`src/rtl/irq_pkg.sv`:
```
// Shared types, limits and bit-count helpers for the interrupt pending latch.
package irq_pkg;

  localparam int IRQ_N    = 8;
  localparam int IRQ_ID_W = 3;

  typedef logic [IRQ_N-1:0]    irq_vec_t;
  typedef logic [IRQ_ID_W-1:0] irq_id_t;

  localparam logic [7:0] OVR_MAX = 8'hFF;

  function automatic logic [3:0] pop8(input irq_vec_t v);
    logic [3:0] cnt;
    cnt = 4'd0;
    for (int i = 0; i < IRQ_N; i++) begin
      cnt = cnt + {3'b000, v[i]};
    end
    return cnt;
  endfunction

  function automatic logic [7:0] sat_add8(input logic [7:0] a, input logic [3:0] b);
    logic [8:0] sum;
    sum = {1'b0, a} + {5'b00000, b};
    if (sum > {1'b0, OVR_MAX}) begin
      return OVR_MAX;
    end else begin
      return sum[7:0];
    end
  endfunction

endpackage

```
`src/rtl/irq_edge_det.sv`:
```
// Rising-edge detector for the request lines; IRQ_SYNC_EN adds a 2-flop
// synchronizer in front of the edge detect.
module irq_edge_det
  import irq_pkg::*;
#(
  parameter int W = IRQ_N
) (
  input  logic         clk,
  input  logic         rst_n,
  input  logic [W-1:0] din,
  output logic [W-1:0] rise
);

  logic [W-1:0] s_s;
  logic [W-1:0] s_prev_r;

`ifdef IRQ_SYNC_EN
  logic [W-1:0] sync1_r;
  logic [W-1:0] sync2_r;

  // two-stage synchronizer for asynchronous request lines
  always_ff @(posedge clk or negedge rst_n) begin
    if (!rst_n) begin
      sync1_r <= {W{1'b0}};
      sync2_r <= {W{1'b0}};
    end else begin
      sync1_r <= din;
      sync2_r <= sync1_r;
    end
  end

  assign s_s = sync2_r;
`else
  assign s_s = din;
`endif

  // previous sample; reset to 0 so a line held high through reset counts once
  always_ff @(posedge clk or negedge rst_n) begin
    if (!rst_n) begin
      s_prev_r <= {W{1'b0}};
    end else begin
      s_prev_r <= s_s;
    end
  end

  assign rise = s_s & ~s_prev_r;

endmodule

```
`src/rtl/irq_pend_latch.sv`:
```
// Sticky pending latch with mask, ack-by-index and saturating overrun count,
// feeding the 8-to-3 priority encoder. Optional macro: IRQ_SYNC_EN.
module irq_pend_latch
  import irq_pkg::*;
#(
  parameter int N    = IRQ_N,
  parameter int ID_W = IRQ_ID_W
) (
  input  logic            clk,
  input  logic            rst_n,
  input  logic [N-1:0]    irq_in,
  input  logic            mask_wr,
  input  logic [N-1:0]    mask_in,
  input  logic            ack,
  input  logic [ID_W-1:0] ack_id,
  output logic [N-1:0]    pend_out,
  output logic            irq_valid,
  output logic [N-1:0]    mask_q,
  output logic [7:0]      ovr_cnt
);

  logic [N-1:0] edge_s;
  logic [N-1:0] ack_hit_s;
  logic [N-1:0] ovr_hit_s;
  logic [N-1:0] pend_nxt_s;
  logic [N-1:0] mask_nxt_s;
  logic [N-1:0] vis_nxt_s;
  logic [7:0]   ovr_nxt_s;

  logic [N-1:0] pend_r;
  logic [N-1:0] mask_r;
  logic [N-1:0] pend_out_r;
  logic         irq_valid_r;
  logic [7:0]   ovr_cnt_r;

  irq_edge_det #(.W(N)) u_edge (
    .clk   (clk),
    .rst_n (rst_n),
    .din   (irq_in),
    .rise  (edge_s)
  );

  // one-hot decode of the acknowledge index
  always_comb begin
    ack_hit_s = {N{1'b0}};
    if (ack) begin
      ack_hit_s[ack_id] = 1'b1;
    end else begin
      ack_hit_s = {N{1'b0}};
    end
  end

  // next mask value; a write lands together with any ack this cycle
  always_comb begin
    mask_nxt_s = mask_r;
    if (mask_wr) begin
      mask_nxt_s = mask_in;
    end else begin
      mask_nxt_s = mask_r;
    end
  end

  // set wins over ack; an edge on a pending, un-acked bit is a lost event
  assign pend_nxt_s = (pend_r & ~ack_hit_s) | edge_s;
  assign ovr_hit_s  = edge_s & pend_r & ~ack_hit_s;
  assign vis_nxt_s  = pend_nxt_s & ~mask_nxt_s;
  assign ovr_nxt_s  = sat_add8(ovr_cnt_r, pop8(ovr_hit_s));

  // pending, mask, overrun and registered encoder-facing outputs
  always_ff @(posedge clk or negedge rst_n) begin
    if (!rst_n) begin
      pend_r      <= {N{1'b0}};
      mask_r      <= {N{1'b0}};
      pend_out_r  <= {N{1'b0}};
      irq_valid_r <= 1'b0;
      ovr_cnt_r   <= 8'd0;
    end else begin
      pend_r      <= pend_nxt_s;
      mask_r      <= mask_nxt_s;
      pend_out_r  <= vis_nxt_s;
      irq_valid_r <= |vis_nxt_s;
      ovr_cnt_r   <= ovr_nxt_s;
    end
  end

  assign pend_out  = pend_out_r;
  assign irq_valid = irq_valid_r;
  assign mask_q    = mask_r;
  assign ovr_cnt   = ovr_cnt_r;

endmodule

```
`config.mk`:
```
export PLATFORM = sky130hd
export DESIGN_NAME = irq_pend_latch
export DESIGN_NICKNAME = d
export VERILOG_FILES = /design/src/rtl/irq_pkg.sv /design/src/rtl/irq_edge_det.sv /design/src/rtl/irq_pend_latch.sv
export SDC_FILE = /design/constraint.sdc
export NUM_CORES = 1
export LEC_CHECK = 0
export BUFFER_PORTS_ARGS = -buffer_cell sky130_fd_sc_hd__buf_2
export CAP_MARGIN = 20
export CORE_MARGIN = 4
export CORE_UTILIZATION = 40
export CTS_CLUSTER_SIZE = 30
export DETAILED_ROUTE_END_ITERATION = 6
export PLACE_DENSITY = 0.59
export SLEW_MARGIN = 10
export SYNTH_ARGS = -nofsm -noshare
export SYNTH_HDL_FRONTEND = slang
export SYNTH_HIERARCHICAL = 1
export SYNTH_SLANG_ARGS = --single-unit
```
`constraint.sdc`:
```
create_clock -name clk -period 8.5 [get_ports clk]
set_input_delay 1.275 -clock clk [delete_from_list [all_inputs] [get_ports clk]]
set_output_delay 1.275 -clock clk [all_outputs]
set_load 0.05 [all_outputs]
```
==> flow_metrics.tcl, run 1 <==
set metrics [dict create \
    final_util_pct 49.8 \
    hold_path_end "pend_r[7]$_DFF_PN0_" \
    fin_crit_sh_pct 63.0 \
    reg2reg_to "ovr_cnt[5]$_DFF_PN0_" \
    path_delay_family "adder cells" \
    cp_data_required_time_ns 8.67 \
    worstMarginPinSlew_ns 1.04 \
    powerDensity_nw_per_um2 292 \
    io_pins 48 \
    placementRows 25 \
    drv_slew 0 \
    cts_buffers 5 \
    crit_path_top_delay_cell "o311ai_0" \
    antenna_found_initial 0 \
    max_cap_violations 0 \
    place.port_buffers 47 \
    m1WireLength_um 1690 \
    route.met2.wl_um 1970 \
    outcome "complete, no violations" \
    fin_nets 246 \
    cpMostUsedCell "fa_1" \
    cts_resized 0 \
    crit_cells 16 \
    cts_root_buffer "clkbuf_8" \
    setup_viol 0 \
    via_per_inst 4.82 \
    clkPwrFrac_pct 19.2 \
    r2r-start "u_edge/s_prev_r[0]$_DFF_PN0_" \
    dp_slack_ns 2.88 \
    fin_skew_ns 0.00718 \
    hp-start "pend_r[7]$_DFF_PN0_" \
    r2r_cells 15 \
    setup_total_negative_slack_ns 0 \
    start_util_pct 41.4 \
    first_global_vias 1482 \
    grt_start_max_net_pins 42 \
    fin_cells 280 \
    antenna_cells 0 \
    drtIter0Drc 85 \
    clk_latency_ns 0.29 \
    power_leakage_nw 1.12 \
    ys_seq_area_share_pct 52.5 \
    hold_path_depth 2 \
    ir_worst_vdd_mv 0.210 \
    grt_overflow 0 \
    power_frac_comb_pct 43.7 \
    crit_buf_inv 4 \
    cp_max_fo 10 \
    total_power_uw 686 \
    wire_per_inst_um 14.0 \
    cts_hold_buffers 0 \
    htreeDepth 2 \
    synth_seq_cells 41 \
    final_area_um2 2350 \
    critical-path-max-stage-delay_ns 0.84 \
    holdWs_ns 0.514 \
    cp-start-kind "input pin" \
    worst_setup_path_end_kind "register" \
    dp_hpwl_um 3050 \
    synth.distinct_cells 37 \
    finalHoldViolations 0 \
    clock-sinks 41 \
    relSlewSlack_pct 29.9 \
    rsz0062_at_grt "no" \
    coreArea_um2 4720 \
    first_pass_iters 4 \
    cts_buffer_depth 2 \
    crit_chain "buf_2, nor4b_4, nand2b_1, nor2_1, fa_1, inv_1, fa_1, inv_1, fa_1, fa_1, inv_1, fa_1, nor2b_1, o311ai_0, nand3_1, o21a_1" \
    synth_fp_nets 194 \
    netlist_area_um2 1950 \
    hp-class "register to register" \
    regToRegSetupSlack_ns 4.25 \
    die-area_um2 6070 \
    die_x_um 77.9 \
    cts_tree "done" \
    worstPathArrival_ns 5.53 \
    post-route-min-period_ns 5.35 \
    intPower_uw 393 \
    grt_pass1_wl_um 6960 \
    clk_pin_slew_ns 0.08 \
    maxUsedRoutingLayer "met4" \
    drc 0 \
    gp_congestion 0.857 \
    fmax_ghz 0.187 \
    seq_power_share_pct 37.1 \
    netSwitchingPower_uw 293 \
    grt_usage_pct 14.3 \
    synth.avg_cell_area_um2 12.2 \
    via_count 1349 \
    postCtsSetupBuffers 0 \
    dpl-instance-area_um2 2250 \
    routed_wl_um 3920 \
    yosys_warnings 6 \
    swShare_pct 42.7 \
    route.met3.wl_um 230 \
    postLayoutSetupSlackWorst_ns 3.15 \
    fill_cells 452 \
    fp.dieH_um 77.9 \
    drtAntennaViolNets 0 \
    crit_type "input pin to register" \
    dp.cells 272 \
    area_growth_pct 20.3 \
    syn_inst 160 \
    drive_above_1_share_pct 34.3 \
]
-- power by group through the flow --
| stage | logic, mW | registers [mW] | clock network (mW) |
|---|---|---|---|
| detailed placement | 0.304 | 0.259 | 0 |
| CTS | 0.305 | 0.255 | 0.137 |
| floorplan | 0.132 | 0.354 | 0 |
| finish | 0.300 | 0.255 | 0.132 |
| global route | 0.332 | 0.260 | 0.147 |
| global placement | 0.298 | 0.257 | 0 |
-- state kept, by name, summed over array words and instances (netlist names) --
signal / count
mask_q: 8
ovr_cnt: 8
pend_out: 8
pend_r: 8
u_edge/s_prev_r: 8
irq_valid: 1
-- worst max-delay path by stage --
| stage | start | endpoint | slack (ns) |
|---|---|---|---|
| floorplan | ack_id[0] | ovr_cnt[5]$_DFF_PN0_ | 3.31 |
| global placement | ack_id[0] | ovr_cnt[5]$_DFF_PN0_ | 3.06 |
| detailed placement | ack_id[0] | ovr_cnt[5]$_DFF_PN0_ | 2.88 |
| CTS | ack_id[0] | ovr_cnt[5]$_DFF_PN0_ | 3.16 |
| global route | ack_id[0] | ovr_cnt[2]$_DFF_PN0_ | 2.77 |
| finish | ack_id[0] | ovr_cnt[5]$_DFF_PN0_ | 3.15 |
-- logic make-up after synthesis --
group,count (synthesis),share of synthesized area [%]
mux,9,5.12
xor+xnor,1,0.448
compound gates,21,7.36
fa+ha+maj,11,8.96
simple gates,60,21.8
buf+inv,17,3.84
flops,41,52.5
-- area by class of cell --
type                       instances  area [µm²]  area share [%]
tap                               67        83.8            3.57
sequential                        41        1030            43.6
multi-input combinational        102         853            36.3
clock inverter                     2        13.8           0.585
timing repair buffer              47         235            10.0
inverter                          15        56.3            2.39
clock buffer                       6        82.6            3.51
-- Yosys cell counts, drive strengths merged --
cell type | instances | area share [%]
and4b | 1 | 0.51
o21bai | 2 | 0.77
o31a | 1 | 0.45
fa | 5 | 5.1
nor4b | 1 | 1.2
or4 | 2 | 0.77
nand4 | 1 | 0.32
nor2 | 11 | 2.1
and4bb | 1 | 0.64
dfrtp | 41 | 52
nor4bb | 1 | 0.51
mux2i | 1 | 0.51
ha | 6 | 3.8
nand3 | 6 | 1.5
nor3 | 1 | 0.26
a31oi | 1 | 0.32
o21ai | 2 | 0.51
and4 | 1 | 0.45
or4bb | 1 | 0.58
o211ai | 1 | 0.38
nand4bb | 1 | 0.58
and3 | 4 | 1.3
mux2 | 8 | 4.6
nor2b | 12 | 6.9
a211oi | 5 | 1.9
nand4b | 2 | 0.90
xnor2 | 1 | 0.45
o21a | 3 | 1.2
buf | 2 | 0.96
a21oi | 4 | 1.0
nand2b | 4 | 1.3
nand2 | 10 | 1.9
a21o | 1 | 0.38
o311ai | 1 | 0.45
inv | 15 | 2.9
-- cell usage in the layout (no fill, tap or decap), drive strengths merged, types with 3 or more instances in the layout --
master	count
buf	47
dfrtp	41
inv	15
nor2b	12
nor2	11
nand2	10
mux2	8
nand3	6
ha	6
clkbuf	6
a211oi	5
fa	5
a21oi	4
nand2b	4
and3	4
o21a	3
-- worst reg2reg max path, delay by kind of cell (launching register included) --
kind                       cells  cell delay, ns
buffers and inverters          4            0.26
and+or+nand+nor                4            0.35
AOI/OAI and AO/OA              2            0.98
adders and majority gates      5            2.15
DFF                            1            0.38
-- metal layers --
layer	vias to the layer above	track usage (%)
met1	653	18.0
met2	37	24.5
met5	-	0
met4	0	3.15
li1	655	-
met3	4	3.94
Note: power is estimated with default switching activity, not from simulation.
==> run 2, diff against run 1 <==
--- a/config.mk
+++ b/config.mk
@@ -11,7 +11,7 @@
 export CORE_UTILIZATION = 40
 export CTS_CLUSTER_SIZE = 30
 export DETAILED_ROUTE_END_ITERATION = 6
-export PLACE_DENSITY = 0.59
+export PLACE_DENSITY = 0.61
 export SLEW_MARGIN = 10
 export SYNTH_ARGS = -nofsm -noshare
 export SYNTH_HDL_FRONTEND = slang
==> constraint.sdc (replaced) <==
create_clock -name clk -period 4.7 [get_ports clk]
set_input_delay 0.705 -clock clk [delete_from_list [all_inputs] [get_ports clk]]
set_output_delay 0.705 -clock clk [all_outputs]
set_load 0.05 [all_outputs]
==> run 2 against run 1 <==
Net effect:
- flip-flop and latch count unchanged
- total power increased by 85%
- clock-buffer cell count decreased by 1
- first-iteration DRC count decreased by 20%
- non-clock buffer count increased by 1
- critical path depth unchanged
- final cell count unchanged
- largest cell class unchanged
- largest power group unchanged
==> flow_metrics.tcl, run 2 (synthesized netlist as in run 1, its figures left out) <==
set metrics [dict create \
    placementRows 25 \
    power_leakage_nw 1.13 \
    clock-sinks 41 \
    clk_latency_ns 0.28 \
    post-route-min-period_ns 4.36 \
    final_util_pct 50.1 \
    first_pass_iters 5 \
    final_common_cell "buf_2" \
    grt_usage_pct 13.2 \
    route.met3.wl_um 192 \
    start_util_pct 41.4 \
    routed_wl_um 3640 \
    io_pins 48 \
    drive_above_1_share_pct 34.3 \
    max_cap_violations 0 \
    postCtsSetupBuffers 0 \
    drv_slew 0 \
    fin_cells 280 \
    path_delay_family "adder cells" \
    final_area_um2 2370 \
    cts_root_buffer "clkbuf_8" \
    place.port_buffers 47 \
    cts_buffers 5 \
    grt_overflow 0 \
    dpl-instance-area_um2 2260 \
    route.met2.wl_um 1740 \
    area_growth_pct 21.1 \
    setup_viol 0 \
    fp.dieH_um 77.9 \
    first_global_vias 1367 \
    worst_setup_path_end_kind "register" \
    cts_resized 0 \
    coreArea_um2 4720 \
    crit_buf_inv 5 \
    gp_congestion 0.736 \
    dp.cells 273 \
    via_count 1313 \
    hp-class "register to register" \
    crit_chain "buf_2, nor4b_4, nand2b_1, nor2_1, fa_1, inv_1, fa_1, inv_1, fa_1, fa_1, inv_1, fa_1, nor2b_1, o311ai_0, buf_4, o21ai_0" \
    layout_common_cells "buf_2 (47), dfrtp_1 (41), inv_1 (15)" \
    fin_crit_sh_pct 92.8 \
    cts_hold_buffers 0 \
    grt_pass1_wl_um 6300 \
    antenna_cells 0 \
    total_power_mw 1.27 \
    relSlewSlack_pct 41.7 \
    ir_worst_vdd_mv 0.366 \
    maxUsedRoutingLayer "met4" \
    fin_nets 247 \
    worstPathArrival_ns 4.53 \
    powerDensity_nw_per_um2 537 \
    rsz0062_at_grt "no" \
    critical-path-max-stage-delay_ns 0.54 \
    cts_buffer_depth 2 \
    htreeDepth 2 \
    grt_start_max_net_pins 42 \
    outcome "complete, no violations" \
    cpMostUsedCell "fa_1" \
    drtAntennaViolNets 0 \
    fmax_ghz 0.229 \
    drc 0 \
    cts_tree "done" \
    cp-start-kind "input pin" \
    antenna_found_initial 0 \
    clk_pin_slew_ns 0.08 \
    wire_per_inst_um 13.0 \
    cp_max_fo 10 \
    m1WireLength_um 1670 \
    setup_total_negative_slack_ns 0 \
    fin_skew_ns 0.00643 \
    crit_type "input pin to register" \
    dp_hpwl_um 2820 \
    crit_path_top_delay_cell "fa_1" \
    die_x_um 77.9 \
    worstMarginPinSlew_ns 0.875 \
    cp_data_required_time_ns 4.86 \
    drtIter0Drc 68 \
    die-area_um2 6070 \
    finalHoldViolations 0 \
    via_per_inst 4.69 \
]
==> run 2: changes by cell type in the layout (fill, tap and decap cells not counted), sizes merged <==
cell	previous run	this run
buf	47	48
bufinv	0	1
clkbuf	6	5
clkinv	2	1
==> run 2: path summary, 6_finish.rpt <==
kind	startpoint	slack (ns)	to	cells after the start
worst min register to register	pend_r[2]$_DFF_PN0_	0.51	pend_r[2]$_DFF_PN0_	1
min in group asynchronous	rst_n	0.53	mask_q[4]$_DFF_PN0_	1
worst max-delay path	ack_id[0]	0.34	ovr_cnt[4]$_DFF_PN0_	16
worst max register to register	u_edge/s_prev_r[2]$_DFF_PN0_	0.83	ovr_cnt[4]$_DFF_PN0_	14
max in group asynchronous	rst_n	3.62	mask_q[1]$_DFF_PN0_	1
worst min-delay path	pend_r[2]$_DFF_PN0_	0.51	pend_r[2]$_DFF_PN0_	1
==> run 2: layout make-up <==
class | count | area [µm²]
inverters | 15 | 56.3
repair buffers | 48 | 243
well taps | 67 | 83.8
clock buffers | 5 | 68.8
flip-flops and latches | 41 | 1030
fillers | 445 | 2360
clock inverters | 2 | 35.0
multi-input cells | 102 | 853
==> run 2: per-stage QoR <==
step | setup WS (ns) | hold WS, ns
after floorplan | 0.0766 | 0.409
after global placement | 0.149 | 0.483
final | 0.336 | 0.509
after CTS | 0.328 | 0.515
after global routing | 0.0930 | 0.527
after detailed placement | 0.0266 | 0.491
==> run 2: worst reg2reg max path: stages (launching register included) <==
cell and delay (ns):
dfrtp_1 0.38, nor2b_4 0.05, and3_1 0.18, fa_1 0.48
inv_1 0.05, fa_1 0.54, inv_1 0.06, fa_1 0.50
fa_1 0.47, inv_1 0.10, fa_1 0.19, nor2b_1 0.08
o311ai_0 0.39, buf_4 0.21, o21ai_0 0.08
==> run 2: where the power goes <==
group,total (mW),switching [mW],internal [mW]
sequential,0.461,0.0444,0.416
clock,0.266,0.112,0.154
combinational,0.543,0.363,0.180
total,1.27,0.519,0.750
==> run 2: routing by layer <==
metal  global-route usage, %  vias to the layer above
li1                        -                      652
met1                    17.7                      628
met5                       0                        -
met4                    4.72                        0
met3                    3.48                        4
met2                    20.6                       29
==> run 3, diff against run 2 <==
--- a/config.mk
+++ b/config.mk
@@ -7,11 +7,12 @@
 export LEC_CHECK = 0
 export BUFFER_PORTS_ARGS = -buffer_cell sky130_fd_sc_hd__buf_2
 export CAP_MARGIN = 20
-export CORE_MARGIN = 4
 export CORE_UTILIZATION = 40
+export CTS_BUF_LIST = sky130_fd_sc_hd__clkbuf_8
 export CTS_CLUSTER_SIZE = 30
 export DETAILED_ROUTE_END_ITERATION = 6
 export PLACE_DENSITY = 0.61
+export RECOVER_POWER = 50
 export SLEW_MARGIN = 10
 export SYNTH_ARGS = -nofsm -noshare
 export SYNTH_HDL_FRONTEND = slang
==> run 3 against run 2 <==
Net effect:
- the flow now finishes with violations (max-capacitance violations, max-slew violations)
- first-iteration DRC count is 15% higher
- hold slack worse by 0.0011 ns
- register-to-register slack hardly changed
- cell area is 0.42% higher
- clock-buffer cell count is 1 higher
- critical endpoint is now ovr_cnt[5]$_DFF_PN0_
==> flow_metrics.tcl, run 3 (synthesized netlist as in run 1, its figures left out) <==
set metrics [dict create \
    antenna_cells 0 \
    violations "max-capacitance violations, max-slew violations" \
    place.port_buffers 47 \
    via_per_inst 4.67 \
    fin_crit_sh_pct 92.7 \
    fin_cells 282 \
    die_x_um 71.9 \
    powerDensity_nw_per_um2 541 \
    final_common_cell "dfrtp_1" \
    r2r_cells 15 \
    postCtsSetupBuffers 0 \
    post-route-min-period_ns 4.36 \
    cts_buffers 5 \
    grt_pass1_wl_um 5820 \
    reg2reg_to "ovr_cnt[5]$_DFF_PN0_" \
    relSlewSlack_pct -40.3 \
    coreArea_um2 4720 \
    hp-class "register to register" \
    cts_root_buffer "clkbuf_8" \
    via_count 1316 \
    fill_cells 429 \
    regToRegSetupSlack_ns 0.84 \
    ir_worst_vdd_mv 0.320 \
    crit_type "input pin to register" \
    multi_input_area_um2 853 \
    die-area_um2 5170 \
    setup_total_negative_slack_ns 0 \
    cp_data_required_time_ns 4.88 \
    placementRows 25 \
    drv_slew 42 \
    r2r-start "u_edge/s_prev_r[2]$_DFF_PN0_" \
    grt_start_max_net_pins 42 \
    outcome "complete, but fails checks" \
    power_leakage_nw 1.12 \
    max_cap_violations 1 \
    dp.cells 274 \
    area_growth_pct 21.6 \
    hp-start "pend_r[6]$_DFF_PN0_" \
    setup_viol 0 \
    drive_above_1_share_pct 27.9 \
    clock-sinks 41 \
    start_util_pct 41.4 \
    worstPathArrival_ns 4.54 \
    regArea_um2 1030 \
    cp_max_fo 10 \
    dp_hpwl_um 2680 \
    fp.dieH_um 71.9 \
    cts_tree "done" \
    hold_path_end "pend_r[6]$_DFF_PN0_" \
    finalHoldViolations 0 \
    cts_hold_buffers 0 \
    layout_common_cells "dfrtp_1 (41), buf_2 (39), inv_1 (16)" \
    fmax_ghz 0.229 \
    clk_latency_ns 0.29 \
    fin_nets 248 \
    first_global_vias 1260 \
    drtAntennaViolNets 0 \
    routed_wl_um 3530 \
    grt_usage_pct 15.1 \
    rsz0062_at_grt "no" \
    antenna_found_initial 0 \
    grt_overflow 0 \
    drc 0 \
    cp-start-kind "input pin" \
    drtIter0Drc 78 \
    worstMarginPinSlew_ns 2.10 \
    gp_congestion 0.762 \
    clk_pin_slew_ns 0.07 \
    wire_per_inst_um 12.5 \
    first_pass_iters 4 \
    fin_skew_ns 0.00183 \
    worst_setup_path_end_kind "register" \
    htreeDepth 2 \
    cts_buffer_depth 2 \
    cts_resized 0 \
    hold_path_depth 2 \
    io_pins 48 \
]
[run 3: where the power goes]
group | switching [mW] | leakage [nW] | internal (mW)
logic | 0.363 | 0.598 | 0.176
registers | 0.0438 | 0.461 | 0.416
clock network | 0.115 | 0.0626 | 0.171
total | 0.521 | 1.12 | 0.764
[run 3: worst max path at each step]
stage	start	to	slack, ns	cells after the start
floorplan	ack_id[0]	ovr_cnt[5]$_DFF_PN0_	0.08	16
global placement	ack_id[0]	ovr_cnt[5]$_DFF_PN0_	0.07	17
detailed placement	ack_id[0]	ovr_cnt[5]$_DFF_PN0_	0.05	17
CTS	ack_id[0]	ovr_cnt[5]$_DFF_PN0_	0.32	17
global route	ack_id[0]	ovr_cnt[5]$_DFF_PN0_	0.11	17
finish	ack_id[0]	ovr_cnt[5]$_DFF_PN0_	0.34	17
[run 3: final cells by class]
class                           instances  area share (%)
Inverter                               15            2.37
Sequential cell                        41            43.2
Timing Repair Buffer                   49            10.1
Clock inverter                          2            1.42
Clock buffer                            6            3.48
Tap cell                               67            3.53
Multi-Input combinational cell        102            35.9
[run 3: routing by layer]
metal	share of wire, %	vias to the layer above	GRT usage (%)
met3	4.1	7	3.89
met2	47	33	23.8
met1	47	622	19.5
li1	-	654	-
met5	0	-	0
met4	1.7	0	7.19
[run 3: worst max-delay path, cell delays in order]
cell	delay [ns]
buf_2	0.16
nor4b_4	0.29
nand2b_1	0.15
nor2_1	0.06
fa_1	0.49
inv_1	0.05
fa_1	0.54
inv_1	0.06
fa_1	0.50
fa_1	0.45
inv_1	0.08
fa_1	0.17
nor2b_1	0.08
o311ai_0	0.38
buf_4	0.19
nand3_1	0.07
o21a_1	0.12
[run 3: metrics by stage]
stage | worst slack (ns) | area (µm²) | util [%] | total power [mW] | hold WS (ns)
after floorplan | 0.0766 | 1950 | - | 0.878 | 0.409
after global placement | 0.0654 | 2270 | 48.1 | 1.01 | 0.483
after detailed placement | 0.0473 | 2270 | 48.1 | 1.01 | 0.488
after CTS | 0.325 | 2390 | 50.5 | 1.31 | 0.508
after global routing | 0.111 | 2380 | 50.3 | 1.37 | 0.526
final | 0.342 | 2380 | 50.3 | 1.28 | 0.508
